### src/rtl/fetch_unit_if.sv
// Fetch unit bus: branch redirect, instruction memory req/ack and the
// decode-side instruction/PC handoff. The fetch unit is the master.
interface fetch_unit_if #(
    parameter int WIDTH = 32
);
    logic             br_taken;
    logic [WIDTH-1:0] br_target;
    logic             stall;
    logic             imem_req;
    logic [WIDTH-1:0] imem_addr;
    logic             imem_ack;
    logic [31:0]      imem_rdata;
    logic [31:0]      instr_d;
    logic [WIDTH-1:0] pc_d;
    logic             valid_d;
    logic [WIDTH-1:0] pc_next;

    modport master (
        input  br_taken, br_target, stall, imem_ack, imem_rdata,
        output imem_req, imem_addr, instr_d, pc_d, valid_d, pc_next
    );

    modport slave (
        output br_taken, br_target, stall, imem_ack, imem_rdata,
        input  imem_req, imem_addr, instr_d, pc_d, valid_d, pc_next
    );
endinterface

### src/rtl/fetch_unit.sv
// Fetch-stage PC generator and instruction requester.
// Holds the architectural PC, issues req/ack instruction reads, applies
// branch redirects from writeback and hands instruction/PC pairs to decode,
// parking one word in a hold buffer while decode stalls.
// Optional macro FETCH_ALIGN_CHECK_EN: adds o_fetch_err, a sticky flag for
// misaligned redirect targets, and forces target bits [1:0] to zero.
module fetch_unit #(
    parameter int unsigned      WIDTH    = 32,
    parameter logic [WIDTH-1:0] RESET_PC = '0,
    parameter int unsigned      INC      = 4
) (
    input  logic          i_clk,
    input  logic          i_rst_n,
`ifdef FETCH_ALIGN_CHECK_EN
    output logic          o_fetch_err,
`endif
    fetch_unit_if.master  bus
);

    localparam logic [1:0] S_IDLE  = 2'd0;
    localparam logic [1:0] S_FETCH = 2'd1;
    localparam logic [1:0] S_HOLD  = 2'd2;
    localparam logic [1:0] S_DRAIN = 2'd3;

    logic [1:0]       r_state;
    logic             r_armed;
    logic [WIDTH-1:0] r_pc;
    logic [WIDTH-1:0] r_stale_addr;
    logic [31:0]      r_instr_d;
    logic [WIDTH-1:0] r_pc_d;
    logic             r_valid_d;
    logic [31:0]      r_hold_instr;
    logic [WIDTH-1:0] r_hold_pc;

    logic [WIDTH-1:0] w_target;
    logic [WIDTH-1:0] w_pc_inc;
    logic             w_req;
    logic             w_ack;

`ifdef FETCH_ALIGN_CHECK_EN
    logic             r_fetch_err;
    logic             w_misaligned;

    assign w_target     = {bus.br_target[WIDTH-1:2], 2'b00};
    assign w_misaligned = |bus.br_target[1:0];
    assign o_fetch_err  = r_fetch_err;

    // Sticky flag: set by any misaligned redirect, cleared only by reset
    always_ff @(posedge i_clk or negedge i_rst_n) begin
        if (!i_rst_n) begin
            r_fetch_err <= 1'b0;
        end else if (bus.br_taken && w_misaligned) begin
            r_fetch_err <= 1'b1;
        end
    end
`else
    assign w_target = bus.br_target;
`endif

    // PC increment wraps modulo 2^WIDTH by construction
    assign w_pc_inc = r_pc + WIDTH'(INC);
    assign w_req    = (r_state == S_FETCH) || (r_state == S_DRAIN);
    // An ACK outside a request is meaningless and is masked here
    assign w_ack    = w_req && bus.imem_ack;

    // While draining, the request stays on the abandoned address until it completes
    assign bus.imem_req   = w_req;
    assign bus.imem_addr  = (r_state == S_DRAIN) ? r_stale_addr : r_pc;
    assign bus.pc_next    = bus.br_taken ? w_target : w_pc_inc;
    assign bus.instr_d    = r_instr_d;
    assign bus.pc_d       = r_pc_d;
    assign bus.valid_d    = r_valid_d;

    // Fetch FSM, PC, decode register and hold buffer; redirect outranks all but reset
    always_ff @(posedge i_clk or negedge i_rst_n) begin
        if (!i_rst_n) begin
            r_state      <= S_IDLE;
            r_armed      <= 1'b0;
            r_pc         <= RESET_PC;
            r_stale_addr <= RESET_PC;
            r_instr_d    <= '0;
            r_pc_d       <= '0;
            r_valid_d    <= 1'b0;
            r_hold_instr <= '0;
            r_hold_pc    <= '0;
        end else if (bus.br_taken) begin
            r_pc      <= w_target;
            r_valid_d <= 1'b0;
            case (r_state)
                S_FETCH: begin
                    // Outstanding read must complete before the new target is requested
                    if (!w_ack) begin
                        r_state      <= S_DRAIN;
                        r_stale_addr <= r_pc;
                    end
                end
                S_DRAIN: r_state <= S_DRAIN;
                default: r_state <= S_FETCH;
            endcase
        end else begin
            case (r_state)
                S_IDLE: begin
                    // IDLE spans one full clock after reset release before fetching
                    if (r_armed) begin
                        r_state <= S_FETCH;
                    end else begin
                        r_armed <= 1'b1;
                    end
                end
                S_FETCH: begin
                    if (w_ack) begin
                        r_pc <= w_pc_inc;
                        if (bus.stall) begin
                            r_hold_instr <= bus.imem_rdata;
                            r_hold_pc    <= r_pc;
                            r_state      <= S_HOLD;
                        end else begin
                            r_instr_d <= bus.imem_rdata;
                            r_pc_d    <= r_pc;
                            r_valid_d <= 1'b1;
                        end
                    end else if (!bus.stall) begin
                        r_valid_d <= 1'b0;
                    end
                end
                S_HOLD: begin
                    if (!bus.stall) begin
                        r_instr_d <= r_hold_instr;
                        r_pc_d    <= r_hold_pc;
                        r_valid_d <= 1'b1;
                        r_state   <= S_FETCH;
                    end
                end
                default: begin
                    // DRAIN: completing data is dropped, PC already holds the target
                    if (!bus.stall) begin
                        r_valid_d <= 1'b0;
                    end
                    if (w_ack) begin
                        r_state <= S_FETCH;
                    end
                end
            endcase
        end
    end

endmodule

### src/flat_wrapper.sv
// flat-port wrapper written by rule: the top's interface ports become plain ports
module fetch_unit_flat 
#(
    parameter int unsigned      WIDTH    = 32,
    parameter logic [WIDTH-1:0] RESET_PC = '0,
    parameter int unsigned      INC      = 4
)
  (i_clk, i_rst_n, bus_br_taken, bus_br_target, bus_stall, bus_imem_ack, bus_imem_rdata, bus_imem_req, bus_imem_addr, bus_instr_d, bus_pc_d, bus_valid_d, bus_pc_next);
  fetch_unit_if #(.WIDTH(WIDTH)) bus_i ();
  input  logic i_clk;
  input  logic i_rst_n;
  input wire logic [$bits(bus_i.br_taken)-1:0] bus_br_taken;
  input wire logic [$bits(bus_i.br_target)-1:0] bus_br_target;
  input wire logic [$bits(bus_i.stall)-1:0] bus_stall;
  input wire logic [$bits(bus_i.imem_ack)-1:0] bus_imem_ack;
  input wire logic [$bits(bus_i.imem_rdata)-1:0] bus_imem_rdata;
  output wire logic [$bits(bus_i.imem_req)-1:0] bus_imem_req;
  output wire logic [$bits(bus_i.imem_addr)-1:0] bus_imem_addr;
  output wire logic [$bits(bus_i.instr_d)-1:0] bus_instr_d;
  output wire logic [$bits(bus_i.pc_d)-1:0] bus_pc_d;
  output wire logic [$bits(bus_i.valid_d)-1:0] bus_valid_d;
  output wire logic [$bits(bus_i.pc_next)-1:0] bus_pc_next;
  assign bus_i.br_taken = bus_br_taken;
  assign bus_i.br_target = bus_br_target;
  assign bus_i.stall = bus_stall;
  assign bus_i.imem_ack = bus_imem_ack;
  assign bus_i.imem_rdata = bus_imem_rdata;
  assign bus_imem_req = bus_i.imem_req;
  assign bus_imem_addr = bus_i.imem_addr;
  assign bus_instr_d = bus_i.instr_d;
  assign bus_pc_d = bus_i.pc_d;
  assign bus_valid_d = bus_i.valid_d;
  assign bus_pc_next = bus_i.pc_next;
  fetch_unit #(.WIDTH(WIDTH), .RESET_PC(RESET_PC), .INC(INC)) u_core (.i_clk(i_clk), .i_rst_n(i_rst_n), .bus(bus_i));
endmodule
### config.mk
export PLATFORM = sky130hd
export DESIGN_NAME = fetch_unit_flat
export DESIGN_NICKNAME = d
export VERILOG_FILES = /design/src/rtl/fetch_unit_if.sv /design/src/rtl/fetch_unit.sv /design/src/flat_wrapper.sv
export SDC_FILE = /design/constraint.sdc
export NUM_CORES = 1
export LEC_CHECK = 0
export CORE_MARGIN = 4
export CORE_UTILIZATION = 56
export DETAILED_ROUTE_END_ITERATION = 7
export GPL_ROUTABILITY_DRIVEN = 0
export GPL_TIMING_DRIVEN = 0
export HOLD_SLACK_MARGIN = 0.12
export PLACE_DENSITY = 0.88
export RECOVER_POWER = 50
export SYNTH_ARGS = -nofsm -noshare
export SYNTH_HDL_FRONTEND = slang
export SYNTH_SLANG_ARGS = --single-unit
### constraint.sdc
create_clock -name i_clk -period 6.7 [get_ports i_clk]
set_input_delay 1.675 -clock i_clk [delete_from_list [all_inputs] [get_ports i_clk]]
set_output_delay 1.675 -clock i_clk [all_outputs]
set_load 0.02 [all_outputs]
==> results.toml, run 1 <==
[routing]
firstDrtPassIters = 8
antenna_left = 0
drt_wl_total_um = 27300
wl_per_cell_um = 20.3
drt_iter0_drc = 760
route.detailed.drc = 0
viasPerCell = 6.10
vias = 8197

[worst_setup_path]
crit_fanout = 10
critPathTopFamily = "buffers and inverters"
cp.required_ns = 5.03
cp_cell_sequence = "clkdlybuf4s50_1 > buf_2 > inv_2 > clkbuf_1 > buf_2 > buf_1 > nor2_1 > a31oi_1 > clkdlybuf4s50_1"
cpMaxStageDelayCell = "clkdlybuf4s50_1"
cp-start-kind = "primary input"
crit_arrival_ns = 4.78
worst-path-buf-inv = 7
critPathCaptureType = "primary output"
path_class = "in -> out"
crit_path_max_incr_delay_ns = 0.67

[cells_and_area]
post-route-util = 0.734
drive_above_1_share = 0.165
fill_cells = 1197
layout.cells.non_filler = 1343
seqCellArea_sq_mm = 0.00490
area_delta_synth_final_pct = 29.0
multiInputGateArea_sq_mm = 0.00449
fin_area_sq_mm = 0.0126
diodes = 0
nets = 1179

[sta]
worst_pin_slew_ns = 2.63
fin_ws_ns = 0.245
fmax_mhz = 155
rsz0062_at_grt = "false"
period_share = 0.963
finalCriticalPeriod_ns = 6.45
slew_headroom = -0.755
hold_ws_ns = 0.476
slew_viol_final = 199
fin_worst_skew_ns = 0.0155
final_hold_viol_count = 0
setup_viol = 0

[global_route]
grt_pass1_wl_um = 43600
grt-ovfl-total = 0
grt.met3_usage = 0.0570
gr-max-usage-layer = "met2"
use_met2 = 0.465
grt_util_met1 = 0.365
grt_max_degree = 108
grt_pass1_vias = 8226
antenna_found_initial = 0
globalRouteTotalUtil = 0.277

[power]
seqPwrFrac = 0.359
p_int_mw = 3.39
powerDensity_mw_per_mm2 = 437
swShare = 0.384
p_clk_frac = 0.179
p_sw_mw = 2.11
p_leak_nw = 5.21
power_frac_comb = 0.462
ir_worst_vdd_mv = 0.259

[clock_network]
clockRootBuffer = "clkbuf_16"
numCtsBuffers = 17
cts_resized = 0
cts_tree = "done"
clockBufferDepth = 2
cts_setup_buffers = 0
cts_hold_buf = 0
clkSinkCount = 196
clk_latency_ns = 0.43
clk_pin_slew_worst_paths_ns = 0.07
h-tree-depth = 4

[floorplan]
start_util = 0.569
die_width_um = 140
dieArea_sq_mm = 0.0196
std_cell_rows = 48
io_pins = 199
core_area_sq_mm = 0.0172
die_h_um = 140

[yosys]
yosysSeqAreaShare = 0.502
synth.largest_area_cell = "dfrtp_1"
postSynthNetCount = 961
syn_inst = 887
ys_seq_elements = 196
synth_edf_count = 0
ys_types = 51
synth_top_area_frac = 0.502
syn_area_per_cell_sq_um = 11.0
synth_area_leaders = "dfrtp_1 (50%), mux2_2 (13%), mux2i_1 (7.0%)"
yosysWarnings = 0
synthArstFlopShare = 1.00
synth_area_sq_mm = 0.00977
synthFlopType = "dfrtp_1"

[place]
pre_cts_ws_ns = 0.399
dp.final_hpwl_um = 19400
placed_area_sq_mm = 0.0121
place_inst = 1311
io_buffers = 198

[run_status]
status = "finished, violations left"
failed_checks = "capacitance limit, slew limit"

[hold_path]
hp-class = "reg -> reg"

[job]
cap_violations = 2
[flip-flops by register name, summed over array words and instances (netlist names)]
register             count
u_core.bus.instr_d      32
u_core.bus.pc_d         32
u_core.r_hold_instr     32
u_core.r_hold_pc        32
u_core.r_pc             32
u_core.r_stale_addr     32
u_core.r_state           2
u_core.bus.valid_d       1
u_core.r_armed           1
[worst reg2reg max path, cell delays in order (launching register included)]
cell      delay, ns
dfrtp_1        0.40
inv_1          0.09
ha_1           0.27
nor2b_1        0.18
nand3_1        0.20
clkbuf_1       0.49
buf_1          0.52
mux2_2         0.42
[cell type report]
cell class,count,share of cell area
multi-input cells,605,0.356
flip-flops and latches,196,0.389
well taps,225,0.0223
plain buffers,78,0.0272
repair buffers,199,0.157
clock inverters,13,0.00914
inverters,8,0.00238
clock buffers,19,0.0359
[synthesized netlist by cell type, drive strengths merged, types with 13 or more instances]
cell and instances:
dfrtp 196, a31oi 13, nand2 94, buf 41, nand4 17, nor2 31, nand3 16, nor3 19
nor4 13, mux2 138, o21ai 91, clkbuf 37, mux2i 68
[placed cells by master (no fill, tap or decap), drive strengths merged, types with 3 or more instances in the layout]
master	count
a211oi	10
a21oi	7
a311oi	7
a31oi	13
and2	5
and3	4
and4	9
buf	39
clkbuf	60
clkdlybuf4s50	138
clkinv	3
clkinvlp	4
dfrtp	196
dlygate4sd3	59
ha	5
inv	14
mux2	138
mux2i	68
nand2	94
nand3	16
nand4	17
nor2	31
nor2b	5
nor3	19
nor4	13
o21ai	91
o31a	4
o31ai	6
or3	9
or4	5
xnor2	10
xor2	3
[per-layer routing]
layer / vias to the layer above / wire (um)
met4: 0 / 838
met3: 84 / 2100
met1: 4064 / 11100
met2: 409 / 13300
li1: 3640 / -
met5: - / 0
[cell families (layout without fill, tap and decap cells)]
kind of cell / count (synthesis) / count (layout) / share of synthesized area
AND/OR/NAND/NOR: 233 / 233 / 0.123
AO/OA/AOI/OAI: 148 / 148 / 0.0894
adder cells (fa/ha/maj): 5 / 5 / 0.00640
XOR/XNOR: 13 / 13 / 0.0117
flip-flops: 196 / 196 / 0.502
multiplexers: 206 / 206 / 0.229
buffers and inverters: 86 / 317 / 0.0383
[per-stage QoR]
step           total power [mW]  setup TNS (ns)
6_report                   5.51               0
5_1_grt                    5.80               0
4_1_cts                    5.59               0
3_5_place_dp               4.60               0
3_3_place_gp               4.50         -817.78
2_1_floorplan              3.47               0
[power by group through the flow]
stage | Clock [mW] | Combinational, mW | Sequential [mW]
2_1_floorplan | 0 | 1.33 | 2.15
3_5_place_dp | 0 | 2.59 | 2.00
6_report | 0.985 | 2.54 | 1.98
5_1_grt | 1.05 | 2.72 | 2.03
4_1_cts | 0.992 | 2.61 | 1.98
3_3_place_gp | 0 | 2.53 | 1.96
[final timing paths]
| check | endpoint | slack, ns | startpoint | cells past startpoint |
|---|---|---|---|---|
| max in group asynchronous | u_core.r_pc[19]$_DFFE_PN0P_ | 1.34 | i_rst_n | 2 |
| worst min register to register | u_core.bus.pc_d[6]$_DFFE_PN0P_ | 0.48 | u_core.bus.pc_d[6]$_DFFE_PN0P_ | 2 |
| min in group asynchronous | u_core.r_hold_instr[12]$_DFFE_PN0P_ | 2.05 | i_rst_n | 1 |
| worst min-delay path | u_core.bus.pc_d[6]$_DFFE_PN0P_ | 0.48 | u_core.bus.pc_d[6]$_DFFE_PN0P_ | 2 |
| worst max-delay path | bus_pc_next[24] | 0.25 | bus_br_taken | 9 |
| worst max register to register | u_core.r_hold_instr[29]$_DFFE_PN0P_ | 4.02 | u_core.r_state[1]$_DFFE_PN0P_ | 7 |
Power figures use the tool's default switching activity.
==> run 2, diff against run 1 <==
Settings changed: SKIP_LAST_GASP from default to 1.
Clock period 6.7 ns to 7.7 ns, I/O delays scaled along.
==> run 2 against run 1 <==
  * Clock power shrank 13%
  * Clock-buffer cell count is the same
  * Die area is the same
  * The run still ends with capacitance limit, slew limit left
  * Critical path depth is the same
  * Register-to-register slack gained 0.98 ns
  * Largest power group unchanged
  * Power shrank 13%
==> results.toml, run 2 (synthesis gave the netlist of run 1 again) <==
[run_status]
status = "finished, violations left"
failed_checks = "capacitance limit, slew limit"

[worst_setup_path]
cp.required_ns = 5.78
crit_arrival_ns = 5.28
cp_cell_sequence = "dlygate4sd3_1 > clkbuf_1 > inv_2 > clkbuf_1 > buf_2 > buf_1 > nor2_1 > a31oi_1 > clkdlybuf4s50_1"
worst-path-buf-inv = 7
cpMaxStageDelayCell = "clkdlybuf4s50_1"
cp-start-kind = "primary input"
critPathCaptureType = "primary output"
crit_path_max_incr_delay_ns = 0.66
crit_fanout = 10
path_class = "in -> out"
path_common_cell = "clkbuf_1"
critPathTopFamily = "buffers and inverters"

[sta]
tns_ns = 0
fmax_mhz = 139
period_share = 0.935
finalCriticalPeriod_ns = 7.20
slew_viol_final = 107
setup_viol = 0
slew_headroom = -2.20
fin_worst_skew_ns = 0.0136
rsz0062_at_grt = "false"
final_hold_viol_count = 0
fin_ws_ns = 0.500
worst_pin_slew_ns = 4.80

[power]
seqPwrFrac = 0.359
p_sw_mw = 1.84
p_leak_nw = 5.22
ir_worst_vdd_mv = 0.226
powerDensity_mw_per_mm2 = 380
p_int_mw = 2.96
power_frac_comb = 0.462
swShare = 0.384
p_clk_frac = 0.179

[routing]
viasPerCell = 6.12
firstDrtPassIters = 6
route.detailed.drc = 0
antenna_left = 0
drt_wl_total_um = 27300
vias = 8223
wl_per_cell_um = 20.3
drt_iter0_drc = 755

[floorplan]
start_util = 0.569
io_pins = 199
dieArea_sq_mm = 0.0196
core_area_sq_mm = 0.0172
std_cell_rows = 48
die_width_um = 140
die_h_um = 140

[clock_network]
clk_pin_slew_worst_paths_ns = 0.07
clockBufferDepth = 2
clk_latency_ns = 0.43
clockRootBuffer = "clkbuf_16"
cts_setup_buffers = 0
numCtsBuffers = 17
clkSinkCount = 196
h-tree-depth = 4
cts_hold_buf = 0
cts_tree = "done"
cts_resized = 0

[global_route]
grt_pass1_vias = 8226
antenna_found_initial = 0
globalRouteTotalUtil = 0.277
grt_max_degree = 108
grt-ovfl-total = 0
grt_pass1_wl_um = 43600

[job]
cap_violations = 1

[cells_and_area]
final_common_cell = "dfrtp_1"
area_delta_synth_final_pct = 29.3
nets = 1179
diodes = 0
drive_above_1_share = 0.163
final_cell_mix = "dfrtp_1 (196), clkdlybuf4s50_1 (137), mux2_2 (114)"

[place]
pre_cts_ws_ns = 0.899
dp.final_hpwl_um = 19400
io_buffers = 198

[hold_path]
hp-class = "reg -> reg"
==> run 2: cell count changes in the layout (fill, tap and decap cells not counted) <==
cell / delta
clkbuf_2: -2
buf_16: +1
buf_2: -1
clkbuf_1: +1
clkdlybuf4s50_1: -1
dlygate4sd3_1: +1
dlymetal6s4s_1: +1
==> run 2: worst paths after layout <==
kind | from | end | slack, ns | cells after the start
setup / recovery | bus_br_taken | bus_pc_next[24] | 0.50 | 9
hold / removal | u_core.bus.pc_d[6]$_DFFE_PN0P_ | u_core.bus.pc_d[6]$_DFFE_PN0P_ | 0.48 | 2
setup reg to reg | u_core.r_state[1]$_DFFE_PN0P_ | u_core.r_hold_instr[29]$_DFFE_PN0P_ | 5.00 | 7
hold reg to reg | u_core.bus.pc_d[6]$_DFFE_PN0P_ | u_core.bus.pc_d[6]$_DFFE_PN0P_ | 0.48 | 2
max in group asynchronous | i_rst_n | u_core.r_pc[26]$_DFFE_PN0P_ | 1.65 | 1
min in group asynchronous | i_rst_n | u_core.r_hold_instr[12]$_DFFE_PN0P_ | 3.34 | 1
==> run 2: through the flow <==
stage	hold slack [ns]	instance area (sq um)	total power, mW	std cells	util
after detailed placement	0.465	12100	4.00	1311	0.702
after floorplan	0.428	9770	3.02	887	-
after CTS	0.480	12600	4.86	1343	0.736
after global placement	0.439	12000	3.91	1310	0.701
final	0.476	12600	4.79	1343	0.735
after global routing	0.496	12600	5.05	1343	0.735
==> run 2: layout make-up <==
| type | instances | area [sq um] |
|---|---|---|
| Clock buffer | 19 | 453 |
| Multi-Input combinational cell | 605 | 4490 |
| Fill cell | 1194 | 4550 |
| Buffer | 78 | 342 |
| Tap cell | 225 | 282 |
| Timing Repair Buffer | 199 | 2010 |
| Clock inverter | 13 | 115 |
| Inverter | 8 | 30.0 |
| Sequential cell | 196 | 4900 |
==> run 2: tightest hold or removal path, cell delays in order (launching register included) <==
cell and delay (ns):
dfrtp_1 0.34, nand2_1 0.04, o21ai_0 0.06
==> run 2: routing by layer <==
layer	track usage	vias up	part of all wire
met5	0	-	0
li1	-	3645	-
met3	0.0570	82	0.078
met1	0.365	4077	0.40
met2	0.465	419	0.49
met4	0.0836	0	0.028
==> run 2: power groups by stage <==
stage / logic, mW / registers [mW] / clock network [mW]
finish: 2.22 / 1.72 / 0.856
global route: 2.37 / 1.77 / 0.910
CTS: 2.28 / 1.73 / 0.863
detailed placement: 2.26 / 1.74 / 0
global placement: 2.20 / 1.71 / 0
floorplan: 1.15 / 1.87 / 0
==> run 3, diff against run 2 <==
Clock period 7.7 ns to 8.9 ns, I/O delays scaled along.
==> run 3 against run 2 <==
  * Power shrank 14%
  * The flow still finishes with violations (capacitance limit, slew limit)
  * Cell area down 0.17%
  * Clock skew decreased by 0.0010 ns
  * Combinational power decreased by 14%
  * Sequential power decreased by 13%
  * Register-to-register slack improved by 1.2 ns
  * Utilization is 0.12 points lower
==> results.toml, run 3 (synthesis gave the netlist of run 1 again) <==
[clock_network]
numCtsBuffers = 17
h-tree-depth = 4
cts_tree = "done"
clkSinkCount = 196
clk_latency_ns = 0.43
clockRootBuffer = "clkbuf_16"
clockBufferDepth = 2
clk_pin_slew_worst_paths_ns = 0.07
cts_setup_buffers = 0
cts_hold_buf = 0
cts_resized = 0

[power]
powerDensity_mw_per_mm2 = 329
p_leak_nw = 5.20
ir_worst_vdd_mv = 0.194
fin_total_pwr_mw = 4.15

[sta]
worst_pin_slew_ns = 4.90
period_share = 0.877
slew_headroom = -2.26
slew_viol_final = 91
hold_ws_ns = 0.476
fin_ws_ns = 1.09
tns_ns = 0
fin_worst_skew_ns = 0.0125
finalCriticalPeriod_ns = 7.81
final_hold_viol_count = 0
setup_viol = 0
fmax_mhz = 128
rsz0062_at_grt = "false"

[worst_setup_path]
path_class = "in -> out"
cp_cell_sequence = "dlygate4sd3_1 > clkbuf_1 > inv_2 > clkbuf_1 > buf_2 > buf_1 > nor2_1 > a31oi_1 > clkdlybuf4s50_1"
critPathTopFamily = "buffers and inverters"
crit_path_max_incr_delay_ns = 0.66
cp-start-kind = "primary input"
worst-path-buf-inv = 7
critPathCaptureType = "primary output"
cp.required_ns = 6.68
path_common_cell = "clkbuf_1"
crit_arrival_ns = 5.58
crit_fanout = 10
cpMaxStageDelayCell = "clkdlybuf4s50_1"

[cells_and_area]
fin_area_sq_mm = 0.0126
drive_above_1_share = 0.163
nets = 1179
post-route-util = 0.734
area_delta_synth_final_pct = 29.0
final_cell_mix = "dfrtp_1 (196), clkdlybuf4s50_1 (137), mux2_2 (114)"
final_common_cell = "dfrtp_1"
layout.cells.non_filler = 1343
diodes = 0

[place]
pre_cts_ws_ns = 1.50
placed_area_sq_mm = 0.0121
io_buffers = 198
place_inst = 1311
dp.final_hpwl_um = 19400

[floorplan]
std_cell_rows = 48
core_area_sq_mm = 0.0172
dieArea_sq_mm = 0.0196
die_h_um = 140
start_util = 0.569
io_pins = 199
die_width_um = 140

[routing]
drt_wl_total_um = 27300
drt_iter0_drc = 778
viasPerCell = 6.08
firstDrtPassIters = 5
route.detailed.drc = 0
wl_per_cell_um = 20.3
antenna_left = 0
vias = 8170

[job]
cap_violations = 1

[run_status]
status = "finished, violations left"
failed_checks = "capacitance limit, slew limit"

[global_route]
grt_max_degree = 108
grt_pass1_wl_um = 43600
grt_pass1_vias = 8226
grt-ovfl-total = 0
globalRouteTotalUtil = 0.277
antenna_found_initial = 0

[hold_path]
hp-class = "reg -> reg"
-- run 3: cell count changes in the layout (fill, tap and decap cells not counted), sizes merged --
cell | previous run | this run
dlymetal6s4s | 1 | 0
clkbuf | 59 | 60
-- run 3: worst register-to-register path: stages (launching register included) --
cell	delay [ns]
dfrtp_1	0.41
inv_1	0.10
ha_1	0.27
nor2b_1	0.18
nand3_1	0.23
clkbuf_1	0.49
buf_1	0.52
mux2_2	0.42
-- run 3: path summary, 6_finish.rpt --
| check | startpoint | to | slack (ns) | cells after the start |
|---|---|---|---|---|
| hold reg to reg | u_core.bus.pc_d[6]$_DFFE_PN0P_ | u_core.bus.pc_d[6]$_DFFE_PN0P_ | 0.48 | 2 |
| max in group asynchronous | i_rst_n | u_core.r_stale_addr[21]$_DFFE_PN0P_ | 1.94 | 2 |
| hold / removal | u_core.bus.pc_d[6]$_DFFE_PN0P_ | u_core.bus.pc_d[6]$_DFFE_PN0P_ | 0.48 | 2 |
| setup / recovery | bus_br_taken | bus_pc_next[24] | 1.09 | 9 |
| setup reg to reg | u_core.r_state[1]$_DFFE_PN0P_ | u_core.r_hold_instr[29]$_DFFE_PN0P_ | 6.18 | 7 |
| min in group asynchronous | i_rst_n | u_core.r_hold_instr[12]$_DFFE_PN0P_ | 1.84 | 1 |
-- run 3: cell type report --
cell class	count	area, sq um
fillers	1197	4570
clock inverters	13	115
multi-input cells	605	4490
inverters	8	30.0
well taps	225	282
flip-flops and latches	196	4900
clock buffers	19	453
plain buffers	78	342
repair buffers	199	1990
-- run 3: metal layers --
layer | vias to the layer above | track usage | wire, um
li1 | 3644 | - | -
met1 | 4044 | 0.365 | 11000
met2 | 415 | 0.465 | 13300
met3 | 67 | 0.0570 | 2220
met4 | 0 | 0.0836 | 742
met5 | - | 0 | 0
-- run 3: power by group --
group          total [mW]  switching (mW)  internal (mW)
Clock               0.740           0.358          0.383
Sequential           1.49           0.216           1.28
Combinational        1.91            1.02          0.896
Total                4.15            1.59           2.56
